### src/rtl/line_sched_pkg.sv
// Shared definitions for the line readout scheduler.
//   state_e    : sweep sequencing states
//   FIFO_DEPTH : depth of the tagged pixel FIFO
//   PIX_W      : pixel width
//   IDLE_LINE  : line selector value while idle (all ones, sliced to width by users)
package line_sched_pkg;

    typedef enum logic [2:0] {
        StIdle,
        StWaitLine,
        StStream,
        StRelease,
        StAdvance
    } state_e;

    localparam int unsigned FIFO_DEPTH = 4;
    localparam int unsigned PIX_W      = 10;
    localparam logic [31:0] IDLE_LINE  = 32'hFFFF_FFFF;

endpackage

### src/rtl/pixel_tag_fifo.sv
// 4-entry synchronous FIFO of {line, col, last, data} pixel records.
//   clk, rst_n          : clock, async active-low reset (clears storage and pointers)
//   flush               : synchronous empty, priority over push/pop
//   push, push_*        : write a record (accepted when not full, or when popping)
//   pop                 : retire the head record (ignored when empty)
//   head_*              : head record, read straight from storage registers
//   full, empty, count  : occupancy status
module pixel_tag_fifo
    import line_sched_pkg::*;
#(
    parameter int unsigned LINE_W = 9,
    parameter int unsigned COL_W  = 10,
    localparam int unsigned PTR_W = $clog2(FIFO_DEPTH),
    localparam int unsigned CNT_W = PTR_W + 1
) (
    input  logic              clk,
    input  logic              rst_n,
    input  logic              flush,
    input  logic              push,
    input  logic [LINE_W-1:0] push_line,
    input  logic [COL_W-1:0]  push_col,
    input  logic              push_last,
    input  logic [PIX_W-1:0]  push_data,
    input  logic              pop,
    output logic [LINE_W-1:0] head_line,
    output logic [COL_W-1:0]  head_col,
    output logic              head_last,
    output logic [PIX_W-1:0]  head_data,
    output logic              full,
    output logic              empty,
    output logic [CNT_W-1:0]  count
);

    localparam int unsigned ENTRY_W = LINE_W + COL_W + 1 + PIX_W;
    localparam logic [PTR_W-1:0] PTR_ONE = PTR_W'(1);
    localparam logic [CNT_W-1:0] CNT_ONE = CNT_W'(1);
    localparam logic [CNT_W-1:0] CNT_FULL = CNT_W'(FIFO_DEPTH);

    logic [ENTRY_W-1:0] mem_q [FIFO_DEPTH];
    logic [PTR_W-1:0]   wr_ptr_q;
    logic [PTR_W-1:0]   rd_ptr_q;
    logic [CNT_W-1:0]   count_q;
    logic               do_push;
    logic               do_pop;

    assign empty   = (count_q == '0);
    assign full    = (count_q == CNT_FULL);
    assign count   = count_q;
    assign do_pop  = pop && !empty;
    // A push into a full FIFO is fine when the head leaves in the same cycle.
    assign do_push = push && (!full || do_pop);

    assign {head_line, head_col, head_last, head_data} = mem_q[rd_ptr_q];

    always_ff @(posedge clk or negedge rst_n) begin
        if (!rst_n) begin
            mem_q    <= '{default: '0};
            wr_ptr_q <= '0;
            rd_ptr_q <= '0;
            count_q  <= '0;
        end else if (flush) begin
            wr_ptr_q <= '0;
            rd_ptr_q <= '0;
            count_q  <= '0;
        end else begin
            if (do_push) begin
                mem_q[wr_ptr_q] <= {push_line, push_col, push_last, push_data};
                wr_ptr_q        <= wr_ptr_q + PTR_ONE;
            end
            if (do_pop) begin
                rd_ptr_q <= rd_ptr_q + PTR_ONE;
            end
            case ({do_push, do_pop})
                2'b10:   count_q <= count_q + CNT_ONE;
                2'b01:   count_q <= count_q - CNT_ONE;
                default: count_q <= count_q;
            endcase
        end
    end

endmodule

### src/rtl/line_readout_scheduler.sv
// Sweeps lines first..last by step through the line buffer: selects a line, waits for
// the buffer's whole-line-ready flag, reads every column out into a tagged pixel stream,
// releases the buffer and advances.
//   clk, rst_n                    : clock, async active-low reset
//   start, abort                  : sweep request (IDLE only) / level abort
//   line_first/last/step          : sweep config, latched at start (step 0 acts as 1)
//   lb_interesting_line, lb_ready : buffer line selector / whole-line-ready flag
//   lb_read_address, lb_data      : buffer read port, data one cycle after address
//   lb_reset_ready                : one-cycle buffer release pulse
//   out_valid/ready/data/col/line/last : pixel stream
//   busy, done                    : activity flag / end-of-sweep pulse
module line_readout_scheduler
    import line_sched_pkg::*;
#(
    parameter int unsigned LINES   = 480,
    parameter int unsigned COLUMNS = 752,
    localparam int unsigned LINE_W = $clog2(LINES),
    localparam int unsigned COL_W  = $clog2(COLUMNS)
) (
    input  logic              clk,
    input  logic              rst_n,
    input  logic              start,
    input  logic              abort,
    input  logic [LINE_W-1:0] line_first,
    input  logic [LINE_W-1:0] line_last,
    input  logic [LINE_W-1:0] line_step,
    output logic [LINE_W-1:0] lb_interesting_line,
    input  logic              lb_ready,
    output logic [COL_W-1:0]  lb_read_address,
    input  logic [PIX_W-1:0]  lb_data,
    output logic              lb_reset_ready,
    output logic              out_valid,
    input  logic              out_ready,
    output logic [PIX_W-1:0]  out_data,
    output logic [COL_W-1:0]  out_col,
    output logic [LINE_W-1:0] out_line,
    output logic              out_last,
    output logic              busy,
    output logic              done
);

    localparam int unsigned CNT_W = $clog2(FIFO_DEPTH) + 1;
    localparam int unsigned COL_LAST_I = COLUMNS - 1;
    localparam logic [COL_W:0]    COL_END  = COLUMNS[COL_W:0];
    localparam logic [COL_W-1:0]  COL_LAST = COL_LAST_I[COL_W-1:0];
    localparam logic [COL_W:0]    ISS_ONE  = (COL_W + 1)'(1);
    localparam logic [LINE_W-1:0] LINE_ONE = LINE_W'(1);
    localparam logic [LINE_W-1:0] SEL_IDLE = IDLE_LINE[LINE_W-1:0];
    localparam logic [CNT_W:0]    PEND_MAX = FIFO_DEPTH[CNT_W:0];

    state_e state_q, state_d;

    logic [LINE_W-1:0] cur_q, cur_d, last_q, last_d, step_q, step_d, sel_q, sel_d;
    logic [COL_W:0]    issue_cnt_q, issue_cnt_d;
    logic              inflight_q, inflight_d;
    logic [COL_W-1:0]  inflight_col_q, inflight_col_d;
    logic              rr_q, rr_d, done_q, done_d, busy_q, busy_d;

    logic              issue, push, pop, flush;
    logic [LINE_W-1:0] step_eff;
    logic [LINE_W:0]   next_line;
    logic              next_past_end;
    logic [CNT_W:0]    pending;
    logic              fifo_full, fifo_empty, head_last;
    logic [CNT_W-1:0]  fifo_count;

    // Extra top bit keeps current + step from wrapping back into range.
    assign step_eff      = (step_q == '0) ? LINE_ONE : step_q;
    assign next_line     = {1'b0, cur_q} + {1'b0, step_eff};
    assign next_past_end = next_line > {1'b0, last_q};

    // Reads in flight plus stored pixels bound the FIFO, so a return always has a slot.
    assign pending = {1'b0, fifo_count} + {{CNT_W{1'b0}}, inflight_q};
    assign pop     = !fifo_empty && out_ready;

    always_ff @(posedge clk or negedge rst_n) begin
        if (!rst_n) begin
            state_q <= StIdle;
        end else begin
            state_q <= state_d;
        end
    end

    always_comb begin
        state_d = state_q;
        unique case (state_q)
            StIdle: begin
                if (start && !(line_first > line_last)) state_d = StWaitLine;
            end
            StWaitLine: begin
                if (abort)         state_d = StIdle;
                else if (lb_ready) state_d = StStream;
            end
            StStream: begin
                if (abort)                 state_d = StIdle;
                else if (pop && head_last) state_d = StRelease;
            end
            StRelease: begin
                state_d = abort ? StIdle : StAdvance;
            end
            StAdvance: begin
                if (abort || next_past_end) state_d = StIdle;
                else                        state_d = StWaitLine;
            end
            default: state_d = StIdle;
        endcase
    end

    always_comb begin
        cur_d          = cur_q;
        last_d         = last_q;
        step_d         = step_q;
        issue_cnt_d    = issue_cnt_q;
        done_d         = 1'b0;
        rr_d           = 1'b0;
        flush          = abort && (state_q != StIdle);
        issue          = (state_q == StStream) && !abort && (issue_cnt_q < COL_END)
                         && (pending < PEND_MAX);
        push           = inflight_q && (state_q == StStream) && !abort && (!fifo_full || pop);
        inflight_d     = issue;
        inflight_col_d = issue_cnt_q[COL_W-1:0];

        if (state_q == StIdle && start) begin
            cur_d  = line_first;
            last_d = line_last;
            step_d = line_step;
            done_d = line_first > line_last;
        end
        if (state_q == StAdvance && !abort) begin
            if (next_past_end) done_d = 1'b1;
            else               cur_d  = next_line[LINE_W-1:0];
        end

        if (state_q == StWaitLine) issue_cnt_d = '0;
        else if (issue)            issue_cnt_d = issue_cnt_q + ISS_ONE;

        // Release whenever the buffer has been claimed, including on abort.
        if (abort) begin
            rr_d = (state_q == StStream) || (state_q == StWaitLine && lb_ready);
        end else begin
            rr_d = (state_q == StStream) && (state_d == StRelease);
        end

        busy_d = (state_d != StIdle);

        case (state_d)
            StIdle:     sel_d = SEL_IDLE;
            StWaitLine: sel_d = cur_d;
            // Present the next line as soon as the release pulse is done.
            StAdvance:  sel_d = next_past_end ? SEL_IDLE : next_line[LINE_W-1:0];
            default:    sel_d = sel_q;
        endcase
    end

    always_ff @(posedge clk or negedge rst_n) begin
        if (!rst_n) begin
            cur_q          <= '0;
            last_q         <= '0;
            step_q         <= '0;
            issue_cnt_q    <= '0;
            inflight_q     <= 1'b0;
            inflight_col_q <= '0;
            sel_q          <= SEL_IDLE;
            rr_q           <= 1'b0;
            done_q         <= 1'b0;
            busy_q         <= 1'b0;
        end else begin
            cur_q          <= cur_d;
            last_q         <= last_d;
            step_q         <= step_d;
            issue_cnt_q    <= issue_cnt_d;
            inflight_q     <= inflight_d;
            inflight_col_q <= inflight_col_d;
            sel_q          <= sel_d;
            rr_q           <= rr_d;
            done_q         <= done_d;
            busy_q         <= busy_d;
        end
    end

    pixel_tag_fifo #(
        .LINE_W (LINE_W),
        .COL_W  (COL_W)
    ) u_fifo (
        .clk       (clk),
        .rst_n     (rst_n),
        .flush     (flush),
        .push      (push),
        .push_line (cur_q),
        .push_col  (inflight_col_q),
        .push_last (inflight_col_q == COL_LAST),
        .push_data (lb_data),
        .pop       (pop),
        .head_line (out_line),
        .head_col  (out_col),
        .head_last (head_last),
        .head_data (out_data),
        .full      (fifo_full),
        .empty     (fifo_empty),
        .count     (fifo_count)
    );

    assign out_valid           = !fifo_empty;
    assign out_last            = head_last;
    assign lb_interesting_line = sel_q;
    assign lb_read_address     = issue_cnt_q[COL_W-1:0];
    assign lb_reset_ready      = rr_q;
    assign done                = done_q;
    assign busy                = busy_q;

endmodule

### config.mk
export PLATFORM = sky130hd
export DESIGN_NAME = line_readout_scheduler
export DESIGN_NICKNAME = d
export VERILOG_FILES = /design/src/rtl/line_sched_pkg.sv /design/src/rtl/pixel_tag_fifo.sv /design/src/rtl/line_readout_scheduler.sv
export SDC_FILE = /design/constraint.sdc
export NUM_CORES = 1
export LEC_CHECK = 0
export ABC_AREA = 0
export CAP_MARGIN = 20
export CORE_ASPECT_RATIO = 0.7
export CORE_MARGIN = 4
export CORE_UTILIZATION = 62
export CTS_CLUSTER_DIAMETER = 100
export DETAILED_ROUTE_END_ITERATION = 16
export GPL_TIMING_DRIVEN = 1
export MAX_ROUTING_LAYER = met4
export PLACE_DENSITY = 0.9
export SYNTH_ARGS = -nofsm -noshare
export SYNTH_HDL_FRONTEND = slang
export SYNTH_HIERARCHICAL = 1
export SYNTH_SLANG_ARGS = --single-unit
### constraint.sdc
create_clock -name clk -period 6.4 [get_ports clk]
set_input_delay 1.6 -clock clk [delete_from_list [all_inputs] [get_ports clk]]
set_output_delay 1.6 -clock clk [all_outputs]
set_load 0.02 [all_outputs]
==> metrics, run 1 <==
Req. time, crit path=6.76 ns; first-iteration detailed-routing DRC count=529; FF-to-FF path depth=18; Clk network pwr share=0.277; grt ovf=0; CTS root buf=clkbuf_16; initial antenna violation count=0; vias in the first global route=6,543; Comb power frac=0.313; switching share of total power=0.348; Post-synth EDFFs=0; crit path DAT=5.07 ns; H-tree Lvls=4; switching pwr=0.00123 W; minimum clock period=4.71 ns; Fin Hold WS=0.477 ns; Synth Cell Area=9470 µm²; CTS tree=built; row cnt=37; largest net degree at the start of global routing=79; final hold viol count=0; Sink Count=191; worst setup path category=reg2reg; Seq. cell area=4790 µm²; Post-Syn Nets=789; setup ws final=1.69 ns; Place WS=1.63 ns; Worst Max-Slew Pin Slew=1.06 ns; nets=862; hpwl dp=14,700 µm; Seq/Total Area, Yosys=0.506; Synth async-reset ratio=1.00; crit path to=lb_interesting_line[7]; Filler cells=907; DRC violations left=0; Port Buf Inserts=95; die area=17,400 µm²; r2r setup slk=1.69 ns; startpoint types=flip-flop; Warnings, synthesis=6; Reg power frac=0.410; Worst Hold Class=reg2reg; clock buffer depth=2; width of the die=156 µm; I/O Pins=96; max-slew violations=0; utilization after layout=0.741; layout cell share with drive strength beyond 1=0.289; # hold bufs at CTS=0; All-Layer GR Usage=0.263; Hold Path Depth=0; Final Cycle Share=0.736; RePlAce Congestion=0.847; skew final=0.0104 ns; total design power=0.00353 W; status=completed; Final setup violation count=0; P&R area growth vs syn=15.9%; WL final=21,600 µm; critical register-to-register path startpoint=step_q[2]; multi-input combinational cell area=4220 µm²; first-pass GRT wire length=34,500 µm; Worst-path clk slew=0.07 ns; number of distinct library cells after synthesis=68; first-pass detailed-route iteration total=5; relative slew slack=0.292; RSZ-0062 raised after global routing=no; maxcap violations=0; via count=6,199; clk_lat worst skew=0.43 ns; Initial Utilization=0.640; Synth Flop Type=dfrtp_1; Antenna Cells=0; Synth Register Bits=191; Max IR drop VDD=0.000229 V; CP Capture Type=flip-flop; post_cts resized=0; Reg2Reg Capture Point=lb_interesting_line[7]; Cells after Synth=712; TNS Setup=0 ns; worst-path maximum fanout=9; Core Region=14,800 µm²; Power per Cell Area=321 nW/µm²; Post-CTS Setup Bufs=0; Via density=6.24; Die H=111 µm; Num CTS Buffers=17; routed wire length per instance=21.8 µm; Fmax achieved=0.212 GHz; CP Launch Point=step_q[2]; Int Pwr=0.00230 W; syn avg cell area=13.3 µm²; Post-DRT Antenna Nets=0; Pleak=5.11 nW
## worst min path at each step
stage / startpoint / to / slack, ns
5_1_grt: issue_cnt_q[3] / inflight_col_q[3] / 0.49
3_3_place_gp: issue_cnt_q[3] / inflight_col_q[3] / 0.44
4_1_cts: issue_cnt_q[3] / inflight_col_q[3] / 0.47
3_5_place_dp: issue_cnt_q[3] / inflight_col_q[3] / 0.46
2_1_floorplan: issue_cnt_q[3] / inflight_col_q[3] / 0.39
6_report: issue_cnt_q[3] / inflight_col_q[3] / 0.48
## synthesized netlist by cell type, drive strengths merged (7+ instances only)
master	n	share of area
nor2b	10	0.0066
ha	32	0.042
clkbuf	17	0.0067
o21ai	22	0.012
mux2i	18	0.025
mux2	132	0.16
buf	32	0.027
nand2	28	0.011
inv	42	0.017
a21o	7	0.0055
a21oi	15	0.0079
dfrtp	182	0.48
mux4	30	0.071
xor2	10	0.0092
dfstp	9	0.025
nor2	27	0.011
## through the flow
stage	area [µm²]	instances
5_1_grt	11000	993
4_1_cts	11000	993
3_5_place_dp	10400	961
2_1_floorplan	9470	712
3_3_place_gp	10400	960
6_report	11000	993
## power groups by stage
stage | logic (W) | registers, W | clock network [W]
after global placement | 0.000973 | 0.00149 | 0
after CTS | 0.00109 | 0.00144 | 0.000990
after global routing | 0.00120 | 0.00146 | 0.00105
final | 0.00110 | 0.00145 | 0.000976
after floorplan | 0.000780 | 0.00140 | 0
after detailed placement | 0.00108 | 0.00146 | 0
## registers in the layout, indices dropped and copies added, names as in the netlist
signal,count
inflight_col_q,10
u_fifo/wr_ptr_q,2
done,1
inflight_q,1
u_fifo/count,3
cur_q,9
state_q,3
u_fifo/rd_ptr_q,2
u_fifo/mem_q,120
lb_reset_ready,1
last_q,9
lb_interesting_line,9
step_q,9
issue_cnt_q,11
busy,1
## area by class of cell
| cell class | instances | area share |
|---|---|---|
| repair buffers | 103 | 0.0933 |
| flip-flops and latches | 191 | 0.436 |
| clock buffers | 20 | 0.0416 |
| well taps | 195 | 0.0222 |
| multi-input cells | 430 | 0.384 |
| clock inverters | 12 | 0.00786 |
| inverters | 42 | 0.0144 |
## cell usage in the layout (no fill, tap or decap), types with 4 or more instances in the layout
cell type	count
dfrtp_1	181
mux2_2	132
clkdlybuf4s50_1	94
inv_1	42
ha_1	32
mux4_2	30
nand2_1	28
nor2_1	27
o21ai_0	21
clkbuf_16	17
a21oi_1	15
mux2i_1	13
nor2b_1	10
xor2_1	10
dfstp_2	9
a21o_1	7
buf_4	7
nand2b_1	6
xnor2_1	5
nor3_1	5
nand4_1	5
nand3_1	4
nor4_1	4
mux2i_4	4
o221a_1	4
clkinv_2	4
## worst max-delay path, cell delays in order (launching register included)
cell and delay (ns):
dfrtp_1 0.41, nor4_1 0.30, a21o_1 0.17, ha_1 0.20, inv_1 0.07, fa_1 0.41, nor2b_1 0.19, o21ai_0 0.12
nand2b_1 0.11, xnor2_1 0.27, inv_1 0.10, ha_1 0.20, a21o_1 0.17, a21o_1 0.18, a221oi_1 0.33, nor3_1 0.18
nor4_2 0.77, a21oi_1 0.17, mux2_2 0.29
## cells by family after synthesis
kind of cell	share of synthesized area
and+or+nand+nor	0.0720
buffers and inverters	0.0499
adders and majority gates	0.0465
AOI/OAI and AO/OA	0.0592
muxes	0.253
DFF	0.506
xor gates and xnor gates	0.0139
## layer usage
| metal | share of wire | routed length, µm | track usage |
|---|---|---|---|
| met4 | 0.019 | 415 | 0.0805 |
| met5 | 0 | 0 | - |
| met2 | 0.49 | 10500 | 0.404 |
| met3 | 0.060 | 1300 | 0.0622 |
| met1 | 0.44 | 9410 | 0.353 |
(Power assumes the default switching activity.)
==> inputs of run 2 (changes only) <==
--- a/config.mk
+++ b/config.mk
@@ -9,12 +9,12 @@
 export CAP_MARGIN = 20
 export CORE_ASPECT_RATIO = 0.7
 export CORE_MARGIN = 4
-export CORE_UTILIZATION = 62
+export CORE_UTILIZATION = 52
 export CTS_CLUSTER_DIAMETER = 100
 export DETAILED_ROUTE_END_ITERATION = 16
 export GPL_TIMING_DRIVEN = 1
 export MAX_ROUTING_LAYER = met4
-export PLACE_DENSITY = 0.9
+export PLACE_DENSITY = 0.81
 export SYNTH_ARGS = -nofsm -noshare
 export SYNTH_HDL_FRONTEND = slang
 export SYNTH_HIERARCHICAL = 1
==> constraint.sdc (replaced) <==
create_clock -name clk -period 4.15 [get_ports clk]
set_input_delay 1.0375 -clock clk [delete_from_list [all_inputs] [get_ports clk]]
set_output_delay 1.0375 -clock clk [all_outputs]
set_load 0.02 [all_outputs]
==> metrics, run 2 (synthesis results as in run 1) <==
DRC violations left=0 (unchanged); clk_lat worst skew=0.43 ns (about the same); WL final=22,200 µm (was 21,600 µm); grt ovf=0 (unchanged); max-slew violations=0 (unchanged); CP peak stage delay=0.40 ns (was 0.77 ns); most common library cell in the layout ignoring fill and taps=dfrtp_1 (unchanged); width of the die=169 µm (was 156 µm); CP cell instances=nor4_2 -> a21o_1 -> ha_2 -> buf_4 -> a211oi_2 -> o21bai_1 -> a21oi_2 -> o21ai_0 -> xnor2_1 -> inv_1 -> ha_1 -> nand4_1 -> nor2_2 -> and4_1 -> nor3_1 -> buf_4 -> or2_4 -> mux2i_2 -> mux2_4 (was nor4_1 -> a21o_1 -> ha_1 -> inv_1 -> fa_1 -> nor2b_1 -> o21ai_0 -> nand2b_1 -> xnor2_1 -> inv_1 -> ha_1 -> a21o_1 -> a21o_1 -> a221oi_1 -> nor3_1 -> nor4_2 -> a21oi_1 -> mux2_2); Most Frequent Cell on Critical Path=buf_4 (was a21o_1); Max IR drop VDD=0.000367 V (was 0.000229 V); Worst-path clk slew=0.07 ns (about the same); Comb power frac=0.342 (was 0.313); routed wire length per instance=21.0 µm (was 21.8 µm); critical path's top delay family=simple AND/OR/NAND/NOR gates (unchanged); Worst Hold Class=reg2reg (unchanged); nets=891 (was 862); Sink Count=191 (unchanged); worst setup path category=reg2reg (unchanged); Final Cycle Share=0.967 (was 0.736); Seq. cell area=4790 µm² (unchanged); Num CTS Buffers=17 (unchanged); Post-DRT Antenna Nets=0 (unchanged); H-tree Lvls=4 (unchanged); Power per Cell Area=526 nW/µm² (was 321 nW/µm²); Die H=121 µm (was 111 µm); first-pass detailed-route iteration total=5 (unchanged); Worst Max-Slew Pin Slew=1.00 ns (was 1.06 ns); Int Pwr=0.00395 W (was 0.00230 W); CTS tree=built (unchanged); RePlAce Congestion=0.966 (was 0.847); vias in the first global route=6,565 (was 6,543); switching share of total power=0.344 (was 0.348); layout cell share with drive strength beyond 1=0.339 (was 0.289); worst-path maximum fanout=6 (was 9); utilization after layout=0.655 (was 0.741); crit path DAT=4.38 ns (was 5.07 ns); multi-input combinational cell area=4350 µm² (was 4220 µm²); Core Region=17,500 µm² (was 14,800 µm²); first-pass GRT wire length=35,500 µm (was 34,500 µm); P&R area growth vs syn=21.1% (was 15.9%); via count=6,178 (was 6,199); Placed Area=10,700 µm² (was 10,400 µm²); Reg power frac=0.367 (was 0.410); Req. time, crit path=4.51 ns (was 6.76 ns); r2r setup slk=0.14 ns (was 1.69 ns); relative slew slack=0.321 (was 0.292); All-Layer GR Usage=0.230 (was 0.263); final instance area=11,500 µm² (was 11,000 µm²); Antenna Cells=0 (unchanged); Via density=5.84 (was 6.24); Place WS=0.00511 ns (was 1.63 ns); switching pwr=0.00208 W (was 0.00123 W); initial antenna violation count=0 (unchanged); Top Registers=u_fifo/mem_q x120, issue_cnt_q x11, inflight_col_q x10 (unchanged); Final setup violation count=0 (unchanged); maxcap violations=0 (unchanged); # hold bufs at CTS=0 (unchanged); Clk network pwr share=0.291 (was 0.277); Pleak=5.33 nW (was 5.11 nW); clock buffer depth=2 (unchanged); buffers plus inverters on the worst setup path=3 (was 2); Initial Utilization=0.541 (was 0.640); minimum clock period=4.01 ns (was 4.71 ns); row cnt=40 (was 37); hpwl dp=15,500 µm (was 14,700 µm); I/O Pins=96 (unchanged); first-iteration detailed-routing DRC count=463 (was 529); Filler cells=1,237 (was 907); CP Capture Type=flip-flop (unchanged); die area=20,500 µm² (was 17,400 µm²); final hold viol count=0 (unchanged); largest net degree at the start of global routing=108 (was 79); commonest non-fill, non-tap cells in the layout=181 x dfrtp_1, 131 x mux2_2, 94 x clkdlybuf4s50_1, 42 x inv_1, 33 x buf_4 (was 181 x dfrtp_1, 132 x mux2_2, 94 x clkdlybuf4s50_1, 42 x inv_1, 32 x ha_1); startpoint types=flip-flop (unchanged); CTS root buf=clkbuf_16 (unchanged); status=completed (unchanged); Fmax achieved=0.249 GHz (was 0.212 GHz); largest register by flop count=u_fifo/mem_q (unchanged); Fin Hold WS=0.471 ns (was 0.477 ns); setup ws final=0.136 ns (was 1.69 ns); Slowest-stage cell, CP=dfrtp_1 (was nor4_2); skew final=0.0105 ns (was 0.0104 ns); total design power=0.00603 W (was 0.00353 W); max FFs per register=120 (unchanged); Port Buf Inserts=95 (unchanged)
run 2: path summary, 6_finish.rpt:
kind / start / endpoint / depth (start not counted)
worst max-delay path: step_q[1] / lb_interesting_line[7] / 19
worst min-delay path: issue_cnt_q[6] / inflight_col_q[6] / 0
worst max register to register: step_q[1] / lb_interesting_line[7] / 19
worst min register to register: issue_cnt_q[6] / inflight_col_q[6] / 0
max in group asynchronous: rst_n / lb_interesting_line[4] / 2
min in group asynchronous: rst_n / u_fifo/mem_q[53] / 1
run 2: power groups by stage:
stage	sequential [W]	clock (W)	combinational [W]
2_1_floorplan	0.00217	0	0.00120
3_3_place_gp	0.00223	0	0.00176
3_5_place_dp	0.00224	0	0.00181
4_1_cts	0.00221	0.00178	0.00186
5_1_grt	0.00223	0.00187	0.00224
6_report	0.00221	0.00175	0.00206
run 2: worst reg2reg max path, delay by kind of cell (launching register included):
family / cells / cell delay, ns
AO/OA/AOI/OAI: 5 / 0.80
XOR/XNOR: 1 / 0.21
adder cells (fa/ha/maj): 2 / 0.49
buffers and inverters: 3 / 0.36
flip-flops: 1 / 0.40
multiplexers: 2 / 0.46
AND/OR/NAND/NOR: 6 / 1.23
run 2: through the flow:
step / TNS, ns / instances
floorplan: 0 / 712
global placement: 0 / 1021
detailed placement: 0 / 1021
global route: -0.673 / 1058
CTS: 0 / 1054
finish: 0 / 1058
run 2: timing repair:
item / in CTS / in global routing
buffers inserted: 2 / 3
endpoints found under the setup margin: 5 / 18
cloned: 0 / 1
gates resized for setup: 3 / 22
pin swaps: 7 / 14
run 2: area by class of cell:
type / count / share of cell area
clock buffer: 18 / 0.0383
inverter: 42 / 0.0137
timing repair buffer: 131 / 0.109
sequential: 191 / 0.418
clock inverter: 14 / 0.0167
tap: 231 / 0.0252
multi-input combinational: 431 / 0.379
run 2: per-layer routing:
layer / GRT usage / routed length (µm) / up-vias
li1: - / - / 2774
met1: 0.323 / 10300 / 3196
met2: 0.343 / 10500 / 180
met3: 0.0495 / 1120 / 28
met4: 0.0659 / 331 / 0
met5: - / 0 / -
